### config.mk
export PLATFORM = sky130hd
export DESIGN_NAME = aes_enc_round_pipe_flat
export DESIGN_NICKNAME = d
export VERILOG_FILES = /design/src/rtl/aes_enc_round_pipe_if.sv /design/src/rtl/aes_enc_round_pipe.sv /design/src/flat_wrapper.sv
export SDC_FILE = /design/constraint.sdc
export NUM_CORES = 1
export LEC_CHECK = 0
export ABC_AREA = 1
export BUFFER_PORTS_ARGS = -buffer_cell sky130_fd_sc_hd__buf_2
export CAP_MARGIN = 20
export CORE_ASPECT_RATIO = 1.2
export CORE_UTILIZATION = 50
export CTS_CLUSTER_DIAMETER = 200
export DETAILED_ROUTE_END_ITERATION = 7
export PLACE_DENSITY = 0.78
export SYNTH_ARGS = -nofsm -noshare
export SYNTH_HDL_FRONTEND = slang
export SYNTH_SLANG_ARGS = --single-unit
### constraint.sdc
create_clock -name clk -period 21.8 [get_ports clk]
set_clock_uncertainty 0.1 [all_clocks]
set_input_delay 4.36 -clock clk [delete_from_list [all_inputs] [get_ports clk]]
set_output_delay 4.36 -clock clk [all_outputs]
set_load 0.02 [all_outputs]
### src/rtl/aes_enc_round_pipe_if.sv
// Handshake and data bundle for the AES forward round pipeline: upstream
// state/key transfer on one side, round result and completed-block count on the other.
interface aes_enc_round_pipe_if #(
  parameter int CNT_W = 16
);
  logic             in_valid;
  logic             in_ready;
  logic [127:0]     state_in;
  logic [127:0]     round_key;
  logic             last_round;
  logic             out_valid;
  logic             out_ready;
  logic [127:0]     state_out;
  logic [CNT_W-1:0] blk_count;

  modport master (
    output in_valid, state_in, round_key, last_round, out_ready,
    input  in_ready, out_valid, state_out, blk_count
  );

  modport slave (
    input  in_valid, state_in, round_key, last_round, out_ready,
    output in_ready, out_valid, state_out, blk_count
  );
endinterface

### src/rtl/aes_enc_round_pipe.sv
// Forward AES round (ShiftRows, MixColumns, AddRoundKey) as a two-stage
// valid/ready pipeline; SubBytes has already been applied upstream.
module aes_enc_round_pipe #(
  parameter int CNT_W = 16
) (
  input logic                clk,
  input logic                rst_n,
  aes_enc_round_pipe_if.slave bus
);

  function automatic logic [7:0] xtime(input logic [7:0] b);
    return {b[6:0], 1'b0} ^ (b[7] ? 8'h1b : 8'h00);
  endfunction

  // Row r lives in bits [32r+31:32r]; column 0 is the MSB byte of each row word.
  function automatic logic [127:0] shift_rows(input logic [127:0] s);
    logic [127:0] o;
    o = '0;
    for (int r = 0; r < 4; r++) begin
      for (int c = 0; c < 4; c++) begin
        o[32*r+31-8*c -: 8] = s[32*r+31-8*((c+r)%4) -: 8];
      end
    end
    return o;
  endfunction

  function automatic logic [127:0] mix_columns(input logic [127:0] s);
    logic [127:0] o;
    logic [7:0]   a0, a1, a2, a3;
    o = '0;
    for (int c = 0; c < 4; c++) begin
      a0 = s[31-8*c  -: 8];
      a1 = s[63-8*c  -: 8];
      a2 = s[95-8*c  -: 8];
      a3 = s[127-8*c -: 8];
      o[31-8*c  -: 8] = xtime(a0) ^ xtime(a1) ^ a1 ^ a2 ^ a3;
      o[63-8*c  -: 8] = a0 ^ xtime(a1) ^ xtime(a2) ^ a2 ^ a3;
      o[95-8*c  -: 8] = a0 ^ a1 ^ xtime(a2) ^ xtime(a3) ^ a3;
      o[127-8*c -: 8] = xtime(a0) ^ a0 ^ a1 ^ a2 ^ xtime(a3);
    end
    return o;
  endfunction

  logic [127:0]     sr_p1;
  logic [127:0]     key_p1;
  logic             last_p1;
  logic             vld_p1;
  logic [127:0]     out_p2;
  logic             vld_p2;
  logic [CNT_W-1:0] cnt_p2;

  logic             s2_load;
  logic             adv_p1;
  logic             xfer_p0;
  logic             done_p2;
  logic [127:0]     round_p1;

  assign s2_load  = !vld_p2 || bus.out_ready;
  assign adv_p1   = vld_p1 && s2_load;
  assign xfer_p0  = bus.in_valid && bus.in_ready;
  assign done_p2  = vld_p2 && bus.out_ready;
  assign round_p1 = (last_p1 ? sr_p1 : mix_columns(sr_p1)) ^ key_p1;

  assign bus.in_ready  = !vld_p1 || s2_load;
  assign bus.out_valid = vld_p2;
  assign bus.state_out = out_p2;
  assign bus.blk_count = cnt_p2;

  // ---- stage p0 -> p1: ShiftRows and key capture (data not reset) ----
  always_ff @(posedge clk) begin
    if (xfer_p0) begin
      sr_p1   <= shift_rows(bus.state_in);
      key_p1  <= bus.round_key;
      last_p1 <= bus.last_round;
    end
  end

  // ---- stage p1 -> p2: MixColumns/AddRoundKey, valid flags and counter ----
  always_ff @(posedge clk) begin
    if (!rst_n) begin
      vld_p1 <= 1'b0;
      vld_p2 <= 1'b0;
      out_p2 <= '0;
      cnt_p2 <= '0;
    end else begin
      if (xfer_p0) begin
        vld_p1 <= 1'b1;
      end else if (adv_p1) begin
        vld_p1 <= 1'b0;
      end
      // An empty S1 on a free S2 leaves a bubble, which is how delivered results retire.
      if (s2_load) begin
        vld_p2 <= vld_p1;
      end
      if (adv_p1) begin
        out_p2 <= round_p1;
      end
      if (done_p2) begin
        cnt_p2 <= cnt_p2 + 1'b1;
      end
    end
  end

endmodule

### src/flat_wrapper.sv
// flat-port wrapper written by rule: the top's interface ports become plain ports
module aes_enc_round_pipe_flat 
#(
  parameter int CNT_W = 16
)
  (clk, rst_n, bus_in_valid, bus_state_in, bus_round_key, bus_last_round, bus_out_ready, bus_in_ready, bus_out_valid, bus_state_out, bus_blk_count);
  aes_enc_round_pipe_if #(.CNT_W(CNT_W)) bus_i ();
  input logic clk;
  input logic rst_n;
  input wire logic [$bits(bus_i.in_valid)-1:0] bus_in_valid;
  input wire logic [$bits(bus_i.state_in)-1:0] bus_state_in;
  input wire logic [$bits(bus_i.round_key)-1:0] bus_round_key;
  input wire logic [$bits(bus_i.last_round)-1:0] bus_last_round;
  input wire logic [$bits(bus_i.out_ready)-1:0] bus_out_ready;
  output wire logic [$bits(bus_i.in_ready)-1:0] bus_in_ready;
  output wire logic [$bits(bus_i.out_valid)-1:0] bus_out_valid;
  output wire logic [$bits(bus_i.state_out)-1:0] bus_state_out;
  output wire logic [$bits(bus_i.blk_count)-1:0] bus_blk_count;
  assign bus_i.in_valid = bus_in_valid;
  assign bus_i.state_in = bus_state_in;
  assign bus_i.round_key = bus_round_key;
  assign bus_i.last_round = bus_last_round;
  assign bus_i.out_ready = bus_out_ready;
  assign bus_in_ready = bus_i.in_ready;
  assign bus_out_valid = bus_i.out_valid;
  assign bus_state_out = bus_i.state_out;
  assign bus_blk_count = bus_i.blk_count;
  aes_enc_round_pipe #(.CNT_W(CNT_W)) u_core (.clk(clk), .rst_n(rst_n), .bus(bus_i));
endmodule
==> results.sh, run 1 <==
export IMPL_seqPwrFrac=0.445
export IMPL_tns_ns=0
export IMPL_hp_class="reg -> reg"
export IMPL_power_frac_clock=0.374
export IMPL_setup_viol=0
export IMPL_drtIter0Drc=1652
export IMPL_relSlewSlack=0.349
export IMPL_grt_usage=0.268
export IMPL_syn_avg_cell_area_sq_um=6.63
export IMPL_synthCells=3687
export IMPL_syn_nets=3949
export IMPL_p_int_mw=1.44
export IMPL_seqCellArea_sq_um=10600
export IMPL_antenna_found_initial=15
export IMPL_ant_nets=0
export IMPL_cts_sinks=403
export IMPL_die_area_sq_um=49800
export IMPL_synth_top_family_by_area="simple AND/OR/NAND/NOR gates"
export IMPL_routed_wl_um=67600
export IMPL_power_density_nw_per_um2=72.9
export IMPL_critPathArrivalTime_ns=4.84
export IMPL_fin_crit_ns=9.30
export IMPL_ys_warnings_count=0
export IMPL_design_core_area_sq_um=48100
export IMPL_drive_gt1_frac=0.127
export IMPL_clock_path_buffers=3
export IMPL_synth_seq_cells=403
export IMPL_status="finished, final reports clean"
export IMPL_rsz0062_at_grt="false"
export IMPL_cp_end_kind="output port"
export IMPL_synthXorXnorAreaFrac=0.0265
export IMPL_cpLargestDelayFamily="buffers and inverters"
export IMPL_synth_edf_count=257
export IMPL_clock_latency_ns=0.57
export IMPL_cp_cell_sequence="buf_2 -> inv_1 -> nand3_1 -> buf_2"
export IMPL_drtPass1Iterations=6
export IMPL_start_kind="primary input"
export IMPL_worst_pin_slew_ns=0.976
export IMPL_clk_pin_slew_ns=0.06
export IMPL_cpMaxStageDelayCell="buf_2"
export IMPL_die_w_um=204
export IMPL_post_cts_resized=0
export IMPL_max_stage_delay_ns=0.18
export IMPL_drc=0
export IMPL_post_route_period_util=0.427
export IMPL_gp_congestion=0.917
export IMPL_ir_worst_vdd_v=0.0000616
export IMPL_syn_cell_area_sq_um=24400
export IMPL_cts_buffers_inserted=43
export IMPL_switching_share=0.297
export IMPL_die_h_um=244
export IMPL_std_cell_rows=88
export IMPL_hpwlAfterDp_um=48100
export IMPL_synth_fa_ha_area_frac=0.000512
export IMPL_cts_tree="yes"
export IMPL_multiInputGateArea_sq_um=11500
export IMPL_switchingPower_mw=0.608
export IMPL_async_flop_share=0
export IMPL_crit_buf_inv=3
export IMPL_synth_top_flop_cell="edfxtp_1"
export IMPL_synth_mux_area_frac=0
export IMPL_grt_pass1_wl_um=107000
export IMPL_layout_nets=4266
export IMPL_holdBufCountCts=0
export IMPL_portBuffers=406
export IMPL_syn2layout_area_growth_pct=15.1
export IMPL_wl_per_cell_um=14.5
export IMPL_p_leak_nw=15.4
export IMPL_clockRootBuffer="clkbuf_16"
export IMPL_routed_via_density=5.08
export IMPL_yosysUniqueCellTypes=33
export IMPL_cts_setup_buffers=0
export IMPL_maxSlewViolCount=0
export IMPL_cap_violations=0
export IMPL_vias=23775
export IMPL_synth_seq_area_share=0.436
export IMPL_htreeDepth=2
export IMPL_fill_cells=4523
export IMPL_fmax_mhz=108
export IMPL_pwr_share_comb=0.181
export IMPL_worst_setup_path_type="in -> out"
export IMPL_crit_fanout=3
export IMPL_grt_max_degree=114
export IMPL_finalHoldViolations=0
export IMPL_cp_common_cell="buf_2"
export IMPL_grt_overflow_total=0
export IMPL_synth_compound_area_frac=0.0200
export IMPL_grt_pass1_vias=21596
export IMPL_synthSimpleGateAreaFrac=0.425
export IMPL_start_util=0.508
export IMPL_finalPower_mw=2.05
export IMPL_io_pins=407
export IMPL_cp_data_required_time_ns=17.34
[worst register-to-register path, cell delays in order, from the launching register on]
cell,delay (ns)
edfxtp_1,0.36
buf_4,0.33
inv_4,0.72
buf_4,0.81
nand3_1,0.34
nand3_1,0.13
nand2_1,0.05
o21ai_0,0.16
inv_1,0.05
[logic make-up (layout without fill, tap and decap cells)]
family,count (synthesis),after routing
buffers and inverters,559,910
XOR/XNOR,74,74
other,0,9
adder cells (fa/ha/maj),1,1
AND/OR/NAND/NOR,2557,2557
AO/OA/AOI/OAI,93,93
flip-flops,403,403
[cells in the mapped netlist, drive strengths merged, types with 2 or more instances]
cell / instances / area [sq um]
a21oi: 36 / 180
buf: 107 / 564
clkbuf: 37 / 146
dfxtp: 146 / 2920
edfxtp: 257 / 7720
inv: 414 / 1550
nand2: 1756 / 6610
nand3: 479 / 2400
nand3b: 25 / 191
nand4: 2 / 18.8
nor2: 286 / 1110
nor3: 6 / 30.0
nor3b: 2 / 15.0
o211ai: 8 / 60.1
o21ai: 48 / 240
xnor2: 47 / 412
xor2: 27 / 236
[final cells by class]
cell class,instances,area share
tap,630,0.0280
clock buffer,66,0.0476
sequential,403,0.378
timing repair buffer,416,0.0749
inverter,415,0.0561
clock inverter,13,0.00472
antenna,9,0.000801
multi-input combinational,2725,0.410
[layer usage]
layer	part of all wire	vias up	global-route usage	wire (um)
li1	-	12131	-	-
met5	0.0010	-	0	69
met4	0.040	10	0.129	2730
met3	0.071	158	0.0485	4770
met2	0.48	839	0.461	32500
met1	0.41	10637	0.321	27500
[through the flow]
stage	cells	hold WS, ns	util	area (sq um)	setup slack, ns
after CTS	4668	0.389	0.584	28100	12.49
after global placement	4589	0.370	0.554	26600	12.48
after detailed placement	4589	0.376	0.554	26600	12.49
final	4677	0.390	0.585	28100	12.50
after global routing	4677	0.424	0.585	28100	12.46
after floorplan	3687	0.381	-	24400	11.41
[path summary, 6_finish.rpt]
path                                                             from  slack (ns)  depth (start not counted)                                      to
worst min-delay path            u_core.bus.blk_count[11]$_SDFFE_PN0P_        0.39                          1   u_core.bus.blk_count[11]$_SDFFE_PN0P_
worst max-delay path                                    bus_out_ready       12.50                          4                            bus_in_ready
worst max register to register               u_core.last_p1$_DFFE_PP_       18.62                          8  u_core.bus.state_out[118]$_SDFFE_PN0P_
worst min register to register  u_core.bus.blk_count[11]$_SDFFE_PN0P_        0.39                          1   u_core.bus.blk_count[11]$_SDFFE_PN0P_
[registers in the layout (all words and copies together), names as in the netlist]
name	flops
u_core.bus.state_out	128
u_core.key_p1	128
u_core.bus.blk_count	16
u_core.bus.out_valid	1
u_core.sr_p1	128
u_core.last_p1	1
u_core.vld_p1	1
[power groups by stage]
stage / logic (mW) / clock network [mW] / registers, mW
final: 0.371 / 0.766 / 0.913
after global routing: 0.424 / 0.807 / 0.918
after CTS: 0.371 / 0.782 / 0.912
after detailed placement: 0.368 / 0 / 0.928
after global placement: 0.360 / 0 / 0.927
after floorplan: 0.261 / 0 / 0.929
[cells in the final DEF, fill, tap and decap left out, drive strengths merged]
master / netlist / routed
edfxtp: 257 / 257
and2: 1 / 1
a21oi: 36 / 36
nor2: 286 / 286
xor2: 27 / 27
nand2: 1756 / 1756
nor3b: 2 / 2
nand4: 2 / 2
diode: 0 / 9
o211ai: 8 / 8
o21ai: 48 / 48
bufinv: 0 / 2
buf: 107 / 416
clkinvlp: 0 / 2
dfxtp: 146 / 146
a21o: 1 / 1
clkinv: 1 / 8
ha: 1 / 1
xnor2: 47 / 47
nand3: 479 / 479
nor3: 6 / 6
clkbuf: 37 / 66
inv: 414 / 416
nand3b: 25 / 25
(Power assumes the default switching activity.)
==> run 2: changes to the inputs <==
--- a/config.mk
+++ b/config.mk
@@ -12,7 +12,7 @@
 export CORE_UTILIZATION = 50
 export CTS_CLUSTER_DIAMETER = 200
 export DETAILED_ROUTE_END_ITERATION = 7
-export PLACE_DENSITY = 0.78
+export PLACE_DENSITY = 0.81
 export SYNTH_ARGS = -nofsm -noshare
 export SYNTH_HDL_FRONTEND = slang
 export SYNTH_SLANG_ARGS = --single-unit
==> constraint.sdc (replaced) <==
create_clock -name clk -period 8.4 [get_ports clk]
set_clock_uncertainty 0.1 [all_clocks]
set_input_delay 1.68 -clock clk [delete_from_list [all_inputs] [get_ports clk]]
set_output_delay 1.68 -clock clk [all_outputs]
set_load 0.02 [all_outputs]
==> run 2 against run 1 <==
  * Total power increased to 2.6 times the previous value
  * Sequential cell count unchanged
  * Combinational power increased to 2.6 times the previous value
  * Global-route usage decreased by 0.37 points
  * Design area decreased by 0.17%
  * Critical path depth unchanged
  * Worst hold slack improved by 0.012 ns
  * First-iteration DRC count increased by 8.5%
  * Sequential share of layout area increased by 0.066 points
  * Sequential power increased to 2.6 times the previous value
  * Final cell count decreased by 0.17%
  * Critical path type unchanged
  * Largest power group unchanged
==> results.sh, run 2 (synthesis gave the netlist of run 1 again) <==
export IMPL_status="finished, final reports clean"
export IMPL_crit_fanout=3
export IMPL_final_common_cell="nand2_1"
export IMPL_switchingPower_mw=1.57
export IMPL_drtPass1Iterations=6
export IMPL_cts_sinks=403
export IMPL_post_cts_resized=0
export IMPL_io_pins=407
export IMPL_cap_violations=0
export IMPL_start_util=0.508
export IMPL_critPathArrivalTime_ns=2.18
export IMPL_ff2ff_path_depth=8
export IMPL_clk_pin_slew_ns=0.06
export IMPL_antenna_found_initial=5
export IMPL_cp_end_kind="output port"
export IMPL_portBuffers=406
export IMPL_grt_max_degree=167
export IMPL_setup_viol=0
export IMPL_worst_pin_slew_ns=1.01
export IMPL_ir_worst_vdd_v=0.000202
export IMPL_hpwlAfterDp_um=47500
export IMPL_relSlewSlack=0.326
export IMPL_cp_data_required_time_ns=6.62
export IMPL_cts_setup_buffers=0
export IMPL_die_w_um=204
export IMPL_place_area_sq_um=26600
export IMPL_grt_pass1_vias=21311
export IMPL_power_frac_clock=0.371
export IMPL_design_core_area_sq_um=48100
export IMPL_worst_setup_path_type="in -> out"
export IMPL_drc=0
export IMPL_htreeDepth=2
export IMPL_ant_nets=0
export IMPL_pwr_share_comb=0.181
export IMPL_routed_via_density=5.06
export IMPL_fin_crit_ns=3.96
export IMPL_clock_latency_ns=0.57
export IMPL_finalHoldViolations=0
export IMPL_cts_tree="yes"
export IMPL_std_cell_rows=88
export IMPL_clockRootBuffer="clkbuf_16"
export IMPL_power_density_nw_per_um2=189
export IMPL_tns_ns=0
export IMPL_clock_path_buffers=3
export IMPL_cts_buffers_inserted=43
export IMPL_grt_pass1_wl_um=106000
export IMPL_holdBufCountCts=0
export IMPL_fmax_mhz=252
export IMPL_start_kind="primary input"
export IMPL_drtIter0Drc=1793
export IMPL_seqPwrFrac=0.448
export IMPL_switching_share=0.297
export IMPL_drive_gt1_frac=0.126
export IMPL_p_int_mw=3.73
export IMPL_whs_path_depth=1
export IMPL_fin_area_sq_um=28100
export IMPL_layout_nets=4263
export IMPL_rsz0062_at_grt="false"
export IMPL_final_cell_mix="nand2_1 (1752), nand3_1 (479), buf_2 (406), inv_1 (397), nor2_1 (282)"
export IMPL_die_h_um=244
export IMPL_wl_per_cell_um=14.3
export IMPL_vias=23617
export IMPL_post_route_period_util=0.472
export IMPL_p_leak_nw=15.3
export IMPL_grt_usage=0.264
export IMPL_gp_congestion=0.909
export IMPL_die_area_sq_um=49800
export IMPL_syn2layout_area_growth_pct=14.9
export IMPL_grt_overflow_total=0
export IMPL_hp_class="reg -> reg"
export IMPL_routed_wl_um=66700
export IMPL_maxSlewViolCount=0
run 2: metrics by stage:
stage,setup WS [ns],total power [mW],cells,util,hold slack [ns]
CTS,4.44,5.34,4665,0.583,0.396
finish,4.44,5.30,4669,0.584,0.402
detailed placement,4.08,3.36,4586,0.553,0.378
global route,4.41,5.56,4669,0.584,0.412
floorplan,0.695,3.09,3687,-,0.381
global placement,4.19,3.34,4586,0.553,0.372
run 2: critical path, cell delays in order:
cell and delay [ns]:
buf_2 0.12, inv_1 0.07, nand3_1 0.11, buf_2 0.20
run 2: cell type report:
cell class                 instances  area, sq um
sequential                       403        10600
timing repair buffer             413         2100
inverter                         415         1580
clock buffer                      54         1170
antenna                            4         10.0
fill                            4498        20000
clock inverter                    25          274
tap                              630          788
multi-input combinational       2725        11500
run 2: routing by layer:
metal / GRT usage / up-vias / share of wire
met5: 0 / - / 0.00019
met4: 0.109 / 2 / 0.038
met3: 0.0436 / 152 / 0.070
met2: 0.455 / 824 / 0.48
met1: 0.326 / 10522 / 0.41
li1: - / 12117 / -
run 2: worst paths after layout:
| check | to | slack (ns) | start |
|---|---|---|---|
| setup / recovery | bus_in_ready | 4.44 | bus_out_ready |
| hold / removal | u_core.bus.blk_count[11]$_SDFFE_PN0P_ | 0.40 | u_core.bus.blk_count[11]$_SDFFE_PN0P_ |
| setup reg to reg | u_core.bus.state_out[13]$_SDFFE_PN0P_ | 5.14 | u_core.last_p1$_DFFE_PP_ |
| hold reg to reg | u_core.bus.blk_count[11]$_SDFFE_PN0P_ | 0.40 | u_core.bus.blk_count[11]$_SDFFE_PN0P_ |
run 2: power groups by stage:
stage / clock, mW / sequential [mW] / combinational, mW
floorplan: 0 / 2.41 / 0.677
global placement: 0 / 2.41 / 0.930
detailed placement: 0 / 2.41 / 0.953
CTS: 2.01 / 2.37 / 0.960
global route: 2.08 / 2.39 / 1.10
finish: 1.97 / 2.37 / 0.960
